## src/rtl/tx_pkg.sv

```systemverilog
// Shared transmit-path definitions.
// Capture FSM encodings and the FIR output word width.
package tx_pkg;

  localparam int NB_DATA_DEF = 13;

  typedef enum logic [1:0] {
    IDLE = 2'b00,
    FILL = 2'b01,
    FULL = 2'b10,
    READ = 2'b11
  } cap_state_e;

endpackage

```

## src/rtl/capture_ram.sv

```systemverilog
// Simple dual-port sample RAM.
// One write port, one read port, registered read output.
module capture_ram
  import tx_pkg::*;
#(
  parameter int NB_DATA = NB_DATA_DEF,
  parameter int NB_ADDR = 4
) (
  input  logic               clock,
  input  logic               i_reset,
  input  logic               i_we,
  input  logic [NB_ADDR-1:0] i_waddr,
  input  logic [NB_DATA-1:0] i_wdata,
  input  logic               i_re,
  input  logic [NB_ADDR-1:0] i_raddr,
  output logic [NB_DATA-1:0] o_rdata
);

  logic [NB_DATA-1:0] mem [2**NB_ADDR];
  logic [NB_DATA-1:0] rdata_d;
  logic [NB_DATA-1:0] rdata_q;

  // Write port; contents survive reset.
  always_ff @(posedge clock) begin
    if (i_we) begin
      mem[i_waddr] <= i_wdata;
    end
  end

  // Read data holds unless a read is issued.
  always_comb begin
    rdata_d = rdata_q;
    if (i_re) begin
      rdata_d = mem[i_raddr];
    end
  end

  // Read output register.
  always_ff @(posedge clock) begin
    if (!i_reset) begin
      rdata_q <= '0;
    end else begin
      rdata_q <= rdata_d;
    end
  end

  assign o_rdata = rdata_q;

endmodule

```

## src/rtl/fir_capture_ram.sv

```systemverilog
// FIR output capture buffer.
// Arm, fill to depth, then sequential readout.
module fir_capture_ram
  import tx_pkg::*;
#(
  parameter int NB_DATA = NB_DATA_DEF,
  parameter int NB_ADDR = 4
) (
  input  logic               clock,
  input  logic               i_reset,
  input  logic               i_valid,
  input  logic [NB_DATA-1:0] i_data,
  input  logic               i_start,
  input  logic               i_rd_req,
  output logic [NB_DATA-1:0] o_rd_data,
  output logic               o_rd_valid,
  output logic               o_full,
  output logic [1:0]         o_state,
  output logic [NB_ADDR:0]   o_count
);

  localparam logic [NB_ADDR-1:0] LAST = '1;

  cap_state_e         state_d, state_q;
  logic [NB_ADDR-1:0] wr_ptr_d, wr_ptr_q;
  logic [NB_ADDR-1:0] rd_ptr_d, rd_ptr_q;
  logic [NB_ADDR:0]   count_d, count_q;
  logic               full_d, full_q;
  logic               rd_valid_d, rd_valid_q;
  logic               we;
  logic               re;

  // Next state, pointers and RAM strobes.
  always_comb begin
    state_d    = state_q;
    wr_ptr_d   = wr_ptr_q;
    rd_ptr_d   = rd_ptr_q;
    count_d    = count_q;
    full_d     = full_q;
    rd_valid_d = 1'b0;
    we         = 1'b0;
    re         = 1'b0;
    if (i_start && state_q != FILL) begin
      state_d  = FILL;
      wr_ptr_d = '0;
      count_d  = '0;
      full_d   = 1'b0;
    end else begin
      unique case (state_q)
        FILL: begin
          if (i_valid) begin
            we       = 1'b1;
            wr_ptr_d = wr_ptr_q + NB_ADDR'(1);
            count_d  = count_q + (NB_ADDR+1)'(1);
            if (wr_ptr_q == LAST) begin
              state_d  = FULL;
              rd_ptr_d = '0;
              full_d   = 1'b1;
            end
          end
        end
        FULL, READ: begin
          if (i_rd_req) begin
            re         = 1'b1;
            rd_valid_d = 1'b1;
            rd_ptr_d   = rd_ptr_q + NB_ADDR'(1);
            if (rd_ptr_q == LAST) begin
              state_d = IDLE;
              full_d  = 1'b0;
            end else begin
              state_d = READ;
            end
          end
        end
        default: begin
        end
      endcase
    end
  end

  // Control registers with synchronous reset.
  always_ff @(posedge clock) begin
    if (!i_reset) begin
      state_q    <= IDLE;
      wr_ptr_q   <= '0;
      rd_ptr_q   <= '0;
      count_q    <= '0;
      full_q     <= 1'b0;
      rd_valid_q <= 1'b0;
    end else begin
      state_q    <= state_d;
      wr_ptr_q   <= wr_ptr_d;
      rd_ptr_q   <= rd_ptr_d;
      count_q    <= count_d;
      full_q     <= full_d;
      rd_valid_q <= rd_valid_d;
    end
  end

  capture_ram #(
    .NB_DATA (NB_DATA),
    .NB_ADDR (NB_ADDR)
  ) u_ram (
    .clock   (clock),
    .i_reset (i_reset),
    .i_we    (we),
    .i_waddr (wr_ptr_q),
    .i_wdata (i_data),
    .i_re    (re),
    .i_raddr (rd_ptr_q),
    .o_rdata (o_rd_data)
  );

  assign o_rd_valid = rd_valid_q;
  assign o_full     = full_q;
  assign o_state    = state_q;
  assign o_count    = count_q;

endmodule
```

## config.mk

```make
export PLATFORM = sky130hd
export DESIGN_NAME = fir_capture_ram
export DESIGN_NICKNAME = d
export VERILOG_FILES = /design/src/rtl/tx_pkg.sv /design/src/rtl/capture_ram.sv /design/src/rtl/fir_capture_ram.sv
export SDC_FILE = /design/constraint.sdc
export NUM_CORES = 1
export LEC_CHECK = 0
export BUFFER_PORTS_ARGS = -buffer_cell sky130_fd_sc_hd__buf_4
export CAP_MARGIN = 25
export CORE_MARGIN = 2
export CORE_UTILIZATION = 55
export CTS_CLUSTER_SIZE = 25
export DETAILED_ROUTE_END_ITERATION = 12
export PLACE_DENSITY = 0.82
export SETUP_SLACK_MARGIN = 0.15
export SLEW_MARGIN = 20
export SYNTH_ARGS = -nofsm -noshare
export SYNTH_HDL_FRONTEND = slang
export SYNTH_SLANG_ARGS = --single-unit
```

## constraint.sdc

```tcl
create_clock -name clock -period 4.55 [get_ports clock]
set_input_delay 1.365 -clock clock [delete_from_list [all_inputs] [get_ports clock]]
set_output_delay 1.365 -clock clock [all_outputs]
set_load 0.01 [all_outputs]
```

# --- Yosys cells after proc, flatten, opt, wreduce, memory -nomap -nowiden ---
# Memory sizes are Yosys's and may differ from the RTL's. A register that Yosys moved wholly into a read port is not among the register bits.
# Index checks and enable logic that the tools add are counted.
totals:
  out_inout_bits: 22
  input_bits: 18
  n_memories: 1
  ff_bits: 17
  word_cells: 60
  ramBits: 208
op_classes:
  bitwise: 2
  n_eq_ne: 13
  n_addsub: 3
  reduce_logical: 11
  mux: 23
memory_table:
  columns: ["name", "words", "word_bits", "read_ports", "rd_ports_with_merged_regs", "wr", "line_no", "source"]
  rows:
  - ["u_ram.mem", 16, 13, 1, 1, 1, "capture_ram.sv:19", "logic [NB_DATA-1:0] mem [2**NB_ADDR];"]
op_table:
  columns: ["op", "count"]
  rows:
  - ["2-to-1 mux 1 bit", 13]
  - ["2-to-1 mux 4 bit", 3]
  - ["AND reduction 5 bit", 2]
  - ["!= test 3 bit, second input constant", 3]
  - ["adder 4 x 1 -> 4 bit, second input constant", 2]
  - ["equality test 4 bit, second input constant", 2]
  - ["2-to-1 mux 2 bit", 4]
  - ["!= test 2 bit, second input constant", 4]
  - ["one-hot mux 4 bit (2 select lines)", 1]
  - ["AND reduction 4 bit", 2]
  - ["adder 5 x 1 -> 5 bit, second input constant", 1]
  - ["equality test 2 bit, second input constant", 2]
  - ["one-hot mux 2 bit (2 select lines)", 1]
  - ["OR reduction 2 bit", 2]
  - ["nonzero test 3 bit", 1]
  - ["equality test 2 x 1 -> 1 bit, second input constant", 1]
  - ["!= test 2 x 1 -> 1 bit, second input constant", 1]
  - ["inverter 1 bit", 2]
  - ["one-hot mux 1 bit (2 select lines)", 1]
  - ["AND reduction 2 bit", 1]
  - ["nonzero test 2 bit", 1]
  - ["logical AND 1 bit", 1]
  - ["zero test 1 bit", 1]

# --- Logic depth before layout (Yosys ltp) ---
# Gate-level depths: netlist of run 1.
depth:
  ltp_word: 5
  depth_mapped: 7
  mapped_depth_nobuf: 6

# --- Cells and area by module ---
# From an unflattened synthesis of run 1, not the netlist that was laid out.
unflattened:
  hier_cells: 587
  area_unflattened_um2: 9380.2
by_module_without_submodules:
  columns: ["mod", "cells_each", "area_per_inst_um2", "instances"]
  rows:
  - ["capture_ram", 499, 8592.0, 1]
  - ["fir_capture_ram", 88, 788.3, 1]

# --- Worst setup path after synthesis of run 1 ---
# Ideal clock, no wire load.
synth_path:
  kind: "input to register"
  from: "input port i_valid"
  to: "memory u_ram.mem[2][0] (netlist name) (enable)"
  n_path_buf: 2
  setup_slack_ns: 1.219
  arrival_time_ns: 2.931
  cell_stages: 5
  path_cell_list: "and3b_1 > clkbuf_1 > buf_2 > nand2_1 > nor3_1"
synth_between:
  elab_chain_len: 5
synth_lines:
  columns: ["item", "line_no", "source"]
  rows:
  - ["start: declaration", "fir_capture_ram.sv:11", "input logic i_valid,"]
  - ["2-to-1 mux 1 bit", "fir_capture_ram.sv:51", "if (i_valid) begin"]
  - ["2-to-1 mux 1 bit", "fir_capture_ram.sv:49", "unique case (state_q)"]
  - ["2-to-1 mux 1 bit", "fir_capture_ram.sv:43", "if (i_start && state_q != FILL) begin"]
  - ["2-to-1 mux 1 bit", "capture_ram.sv:25", "if (i_we) begin"]
  - ["2-to-1 mux 1 bit (implied by the code)", "capture_ram.sv:26", "mem[i_waddr] <= i_wdata;"]
  - ["end: declaration", "capture_ram.sv:19", null]
# No other way between the ends.

# --- Final worst setup path of run 1 ---
layout_path:
  from: "input port i_valid"
  to: "memory u_ram.mem[10][10] (netlist name) (enable)"
# Same word-level chain as after synthesis.

==> results.py, run 1 <==
metrics = {
    "grt": {
        "grt-ovfl-total": 0,
        "grt_max_degree": 48,
        "grt_pass1_vias": 4804,
        "track_usage_pct": 22.4,
        "grt_antenna_before_repair": 0,
        "grt_pass1_wl_um": 29300,
    },
    "routing": {
        "num_vias": 4897,
        "drtIter0Drc": 668,
        "via_per_inst": 6.31,
        "dr.pass1.iters": 5,
        "drc_errors": 0,
        "ant_nets": 0,
        "drt-total-wl_um": 19700,
        "detail_route.wl_per_cell_um": 25.4,
    },
    "synthesis": {
        "synthAdderAreaFrac_pct": 0.825,
        "yosys.area_share.simple_pct": 3.34,
        "syn-instance-count": 491,
        "synth_common_cells": "edfxtp_1, mux4_2, dfxtp_1",
        "yosysMostFrequentCell": "edfxtp_1",
        "synth_area_sq_mm": 0.00909,
        "yosysSeqAreaShare_pct": 75.3,
        "synth.mux.area_fraction_pct": 13.0,
        "synth_top_family_by_area": "multiplexers",
        "synth-main-ff-cell": "edfxtp_1",
        "synth-xor-area-share_pct": 0.963,
        "synth_top_area_share_pct": 68.7,
        "yosysWarnings": 0,
        "synth_compound_area_share_pct": 4.86,
        "synthTopCellsByArea": "edfxtp_1, mux4_2, dfxtp_1, mux2i_1, nor2_1",
        "synthArstFlopShare_pct": 0,
        "synth_nets": 515,
        "synth_cell_types": 34,
        "yosys.area.top_type": "edfxtp_1",
        "synth_edf_count": 208,
        "ys_ff_latch": 238,
        "syn_avg_cell_area_sq_um": 18.5,
    },
    "clock_tree": {
        "clockBufferDepth": 3,
        "cts_root_buf": "clkbuf_16",
        "cts_tree": "yes",
        "postCtsHoldBufs": 0,
        "cts_buffers": 22,
        "cts_resized": 0,
        "clk_latency_ps": 500,
        "post-cts-setup-buffers": 0,
        "cts_sinks": 238,
        "clkTransAtPathRegs_ps": 60,
        "h-tree-depth": 1,
    },
    "timing": {
        "fin_tns_setup_ps": 0,
        "timing.fmax_ghz": 0.357,
        "finClkSkew_ps": 14.9,
        "hold_violations": 0,
        "drv_slew": 0,
        "whs_ps": 516,
        "slew-limit-headroom_pct": 37.3,
        "fin_crit_sh_pct": 61.6,
        "finalCriticalPeriod_ps": 2800,
        "worst_pin_slew_ps": 939,
        "finalSetupViolCount": 0,
        "rsz0062_at_grt": "no",
    },
    "placement": {
        "port_buffers": 39,
        "hpwl_um": 11900,
        "placed_cell_area_sq_mm": 0.00965,
        "place_congestion": 0.886,
        "dp_cells": 734,
    },
    "setup_path": {
        "worstPathCellList": "buf_4 -> and3b_1 -> nand2_1 -> nor2_2",
        "crit_required_ps": 4670,
        "start_kind": "primary input",
        "end_kind": "flip-flop",
        "critPathMaxFanout": 14,
        "crit_cells": 4,
        "timing.rr.end": "u_ram.o_rdata[12]",
        "rrSetupSlack_ps": 2000,
        "crit_arrival_ps": 2920,
        "reg2reg_depth": 4,
        "startpoint": "i_valid",
        "cpLargestDelayFamily": "simple AND/OR/NAND/NOR gates",
        "slowest_delay_ps": 650,
        "r2r_start": "rd_ptr_q[0]",
        "slowest_stage": "nor2_2",
        "path_class": "in2reg",
        "path_buf_inv": 1,
    },
    "floorplan": {
        "placementRows": 47,
        "die_area_sq_mm": 0.0176,
        "die_w_um": 133,
        "core-area_sq_mm": 0.0163,
        "ios": 40,
        "initial_core_util_pct": 55.6,
        "dieHeight_um": 133,
    },
    "final_layout": {
        "design_area_sq_mm": 0.0105,
        "area_growth_pct": 15.0,
        "n_antenna_cell": 0,
        "seq_area_sq_mm": 0.00685,
        "nNetsFinal": 564,
        "nFillCells": 1090,
        "fin_cells": 776,
        "multi_input_area_sq_mm": 0.00212,
        "drive_gt1_share_pct": 24.5,
    },
    "power": {
        "vdd.ir_drop.worst_mv": 0.328,
        "leakage_nw": 3.40,
        "finalPower_w": 0.00441,
        "p_per_area_mw_per_mm2": 421,
    },
    "worst_hold_path": {
        "holdPathEnd": "o_full",
        "holdCritPathClass": "reg2reg",
        "hold_depth": 2,
        "hold_start": "o_full",
    },
    "run": {
        "cap_viol_max_count": 0,
    },
    "run_status": {
        "status": "finished, final reports clean",
    },
}
[cell type report]
type | count | area share [%]
sequential | 238 | 65.5
multi-input combinational | 219 | 20.3
clock buffer | 30 | 6.23
timing repair buffer | 54 | 3.95
tap | 220 | 2.63
clock inverter | 10 | 1.23
inverter | 5 | 0.179
[flip-flops by register name (all words and copies together), names as in the netlist]
name,cells
u_ram.o_rdata,13
wr_ptr_q,4
rd_ptr_q,4
o_rd_valid,1
o_state,2
u_ram.mem,208
o_count,5
o_full,1
[tightest hold or removal path: stages (launching register included)]
cell and delay [ps]:
dfxtp_1 320, nor2_1 100, nor3_1 50
[cell families (layout without fill, tap and decap cells)]
family	Yosys count	count (layout)
and+or+nand+nor	66	66
xor gates and xnor gates	10	10
buffers and inverters	34	99
adders and majority gates	6	6
AOI/OAI and AO/OA	71	71
DFF	238	238
muxes	66	66
[stage by stage]
step                utilization (%)  setup slack, ps
finish                         64.0             1750
CTS                            63.8             1380
global placement               59.0             1090
global route                   64.0             1640
floorplan                         -             1220
detailed placement             59.0              853
[power breakdown]
part           internal, W  switching, W
Sequential         0.00238    0.00000358
Clock              0.00117      0.000772
Combinational    0.0000230     0.0000581
[layout by cell type (no fill, tap or decap), types with 6 or more instances in the layout]
cell type,n
edfxtp_1,208
buf_4,53
mux4_2,38
dfxtp_1,29
nor2_1,25
mux2i_1,25
clkbuf_16,23
a21oi_1,16
nand2_1,15
o21ai_0,15
o22ai_1,12
a211oi_1,12
a22oi_1,12
xor2_1,7
ha_1,6
[how the worst max path moves through the flow]
stage | to | slack [ps]
after floorplan | u_ram.mem[2][0] | 1220
final | u_ram.mem[10][10] | 1750
after global placement | u_ram.mem[10][1] | 1090
after detailed placement | u_ram.mem[10][2] | 850
after CTS | u_ram.mem[10][12] | 1380
after global routing | u_ram.mem[10][6] | 1640
[layer usage]
layer | up-vias | share of wire, % | global-route usage (%)
met2 | 303 | 47 | 34.8
li1 | 2052 | - | -
met4 | 0 | 4.3 | 9.14
met1 | 2481 | 40 | 32.6
met5 | - | 0 | 0
met3 | 61 | 8.4 | 3.26
Power figures use the tool's default switching activity.
==> inputs of run 2 (changes only) <==
--- a/config.mk
+++ b/config.mk
@@ -5,13 +5,14 @@
 export SDC_FILE = /design/constraint.sdc
 export NUM_CORES = 1
 export LEC_CHECK = 0
+export ABC_AREA = 1
 export BUFFER_PORTS_ARGS = -buffer_cell sky130_fd_sc_hd__buf_4
 export CAP_MARGIN = 25
 export CORE_MARGIN = 2
 export CORE_UTILIZATION = 55
 export CTS_CLUSTER_SIZE = 25
 export DETAILED_ROUTE_END_ITERATION = 12
-export PLACE_DENSITY = 0.82
+export PLACE_DENSITY = 0.85
 export SETUP_SLACK_MARGIN = 0.15
 export SLEW_MARGIN = 20
 export SYNTH_ARGS = -nofsm -noshare
==> constraint.sdc (replaced) <==
create_clock -name clock -period 2.3 [get_ports clock]
set_input_delay 0.69 -clock clock [delete_from_list [all_inputs] [get_ports clock]]
set_output_delay 0.69 -clock clock [all_outputs]
set_load 0.01 [all_outputs]
==> run 2 against run 1 <==
First-iteration DRC count increased by 46%. Combinational power increased to 8.5 times the previous value. Synthesized cell count increased by 100%. Global-route usage increased by 2.0 points. Register-to-register slack got worse by 1600 ps. Via count increased by 44%. Sequential share of layout area decreased by 5.4 points. Worst hold slack got worse by 33 ps. Highest routed layer unchanged.
==> results.py, run 2 <==
metrics = {
    "run_status": {
        "status": "finished, final reports clean",
    },
    "setup_path": {
        "end_kind": "flip-flop",
        "startpoint": "rd_ptr_q[2]",
        "start_kind": "flip-flop",
        "reg2reg_depth": 5,
        "critPathMaxFanout": 15,
        "crit_arrival_ps": 2300,
        "path_class": "reg2reg",
        "rrSetupSlack_ps": 420,
        "critPathCapture": "u_ram.o_rdata[4]",
        "crit_required_ps": 2720,
        "r2r_start": "rd_ptr_q[2]",
        "timing.rr.end": "u_ram.o_rdata[4]",
    },
    "timing": {
        "timing.fmax_ghz": 0.533,
        "finalSetupViolCount": 0,
        "whs_ps": 483,
        "drv_slew": 0,
        "worst_pin_slew_ps": 560,
        "finClkSkew_ps": 7.65,
        "fin_tns_setup_ps": 0,
        "finalCriticalPeriod_ps": 1880,
        "hold_violations": 0,
        "fin_crit_sh_pct": 81.5,
        "rsz0062_at_grt": "no",
        "slew-limit-headroom_pct": 62.7,
    },
    "synthesis": {
        "syn_avg_cell_area_sq_um": 10.3,
        "yosysWarnings": 0,
        "synth_top_area_share_pct": 61.9,
        "syn-instance-count": 983,
        "yosysMostFrequentCell": "nand2_1",
        "yosys.area.top_type": "edfxtp_1",
        "synthArstFlopShare_pct": 0,
        "synth_common_cells": "nand2_1, edfxtp_1, inv_1",
        "synth-main-ff-cell": "edfxtp_1",
        "synth_edf_count": 208,
        "ys_ff_latch": 238,
        "synth_area_sq_mm": 0.0101,
        "synth_nets": 1007,
        "yosysSeqAreaShare_pct": 67.8,
        "synth_cell_types": 27,
        "synthTopCellsByArea": "edfxtp_1, nand2_1, nand3_1, dfxtp_1, inv_1",
    },
    "power": {
        "finalPower_w": 0.00922,
        "vdd.ir_drop.worst_mv": 0.463,
        "p_per_area_mw_per_mm2": 808,
        "leakage_nw": 4.67,
    },
    "routing": {
        "drtIter0Drc": 977,
        "num_vias": 7075,
        "detail_route.wl_per_cell_um": 18.8,
        "ant_nets": 0,
        "via_per_inst": 5.54,
        "drt-total-wl_um": 24000,
        "dr.pass1.iters": 6,
        "drc_errors": 0,
    },
    "clock_tree": {
        "cts_sinks": 238,
        "clkTransAtPathRegs_ps": 60,
        "h-tree-depth": 1,
        "cts_resized": 0,
        "clk_latency_ps": 510,
        "cts_root_buf": "clkbuf_16",
        "post-cts-setup-buffers": 0,
        "cts_tree": "yes",
        "cts_buffers": 24,
        "postCtsHoldBufs": 0,
        "clockBufferDepth": 3,
    },
    "grt": {
        "grt_pass1_vias": 6580,
        "grt-ovfl-total": 0,
        "track_usage_pct": 24.4,
        "busiest_layer": "met2",
        "grtUsageMet1_pct": 35.1,
        "grt_max_degree": 84,
        "grt_pass1_wl_um": 36400,
        "met2_usage_pct": 38.3,
        "met3_usage_pct": 2.89,
        "grt_antenna_before_repair": 0,
    },
    "final_layout": {
        "layout_common_cells": "nand2_1, edfxtp_1, inv_1",
        "multi_input_area_sq_mm": 0.00243,
        "area_growth_pct": 13.0,
        "nFillCells": 1307,
        "seq_area_sq_mm": 0.00685,
        "design_area_sq_mm": 0.0114,
        "drive_gt1_share_pct": 10.1,
        "top_register": "u_ram.mem",
        "nNetsFinal": 1054,
        "largest_reg_flops": 208,
        "layout_commonest_cell": "nand2_1",
        "n_antenna_cell": 0,
    },
    "placement": {
        "place_congestion": 0.900,
        "port_buffers": 39,
        "hpwl_um": 14900,
        "placed_cell_area_sq_mm": 0.0106,
    },
    "floorplan": {
        "initial_core_util_pct": 56.2,
        "placementRows": 49,
        "ios": 40,
        "core-area_sq_mm": 0.0180,
        "dieHeight_um": 139,
        "die_area_sq_mm": 0.0195,
        "die_w_um": 139,
    },
    "worst_hold_path": {
        "holdCritPathClass": "reg2reg",
    },
    "run": {
        "cap_viol_max_count": 0,
    },
}
-- run 2: cell count changes after synthesis, sizes merged, moves of 11 or more --
cell    before  now
inv          5  154
buf         11   35
a21oi       16   39
nand2       15  285
mux4        41    0
mux2i       25    0
a22oi       12    0
nor2        28   39
nand3        2  150
o22ai       12    0
a211oi      12    0
-- run 2: kinds of logic (layout without fill, tap and decap cells) --
| group | count (synthesis) | count (layout) | share of synthesized area, % |
|---|---|---|---|
| simple gates | 480 | 480 | 20.1 |
| fa+ha+maj | 6 | 6 | 0.743 |
| buf+inv | 197 | 262 | 8.17 |
| flops | 238 | 238 | 67.8 |
| xor+xnor | 1 | 1 | 0.0868 |
| compound gates | 61 | 61 | 3.06 |
-- run 2: final cells by class --
type / count / area share, %
Sequential cell: 238 / 60.1
Multi-Input combinational cell: 548 / 21.3
Clock buffer: 38 / 6.17
Inverter: 154 / 5.07
Timing Repair Buffer: 64 / 4.43
Tap cell: 229 / 2.51
Clock inverter: 6 / 0.504
-- run 2: routing by layer --
layer | vias to the layer above | share of wire [%] | wire [um]
met5 | - | 0 | 0
met1 | 3314 | 41 | 9770
met4 | 0 | 3.7 | 876
li1 | 3308 | - | -
met2 | 402 | 46 | 11000
met3 | 51 | 9.8 | 2350
-- run 2: stage by stage --
step,worst slack (ps),std cells,utilization [%]
CTS,492,1277,63.5
global placement,325,1233,59.3
floorplan,270,983,-
detailed placement,291,1233,59.3
finish,424,1277,63.5
global route,373,1277,63.5
-- run 2: critical path, cell delays in order (launching register included) --
cell and delay (ps):
dfxtp_1 350, inv_1 430, nand2_1 430, a21oi_1 340, nor2_1 70, a21oi_1 170
-- run 2: worst min-delay path by stage --
stage	cells past startpoint	startpoint	end	slack, ps
finish	2	o_count[4]	o_count[4]	480
floorplan	2	wr_ptr_q[2]	wr_ptr_q[2]	480
CTS	2	o_count[4]	o_count[4]	480
detailed placement	2	o_count[4]	o_count[4]	470
global route	2	o_count[4]	o_count[4]	520
global placement	2	o_count[4]	o_count[4]	470
-- run 2: where the power goes --
| part | internal, W | switching (W) | total, W |
|---|---|---|---|
| combinational | 0.000185 | 0.000504 | 0.000689 |
| sequential | 0.00472 | 0.0000372 | 0.00476 |
| clock | 0.00221 | 0.00155 | 0.00377 |
| total | 0.00712 | 0.00210 | 0.00922 |
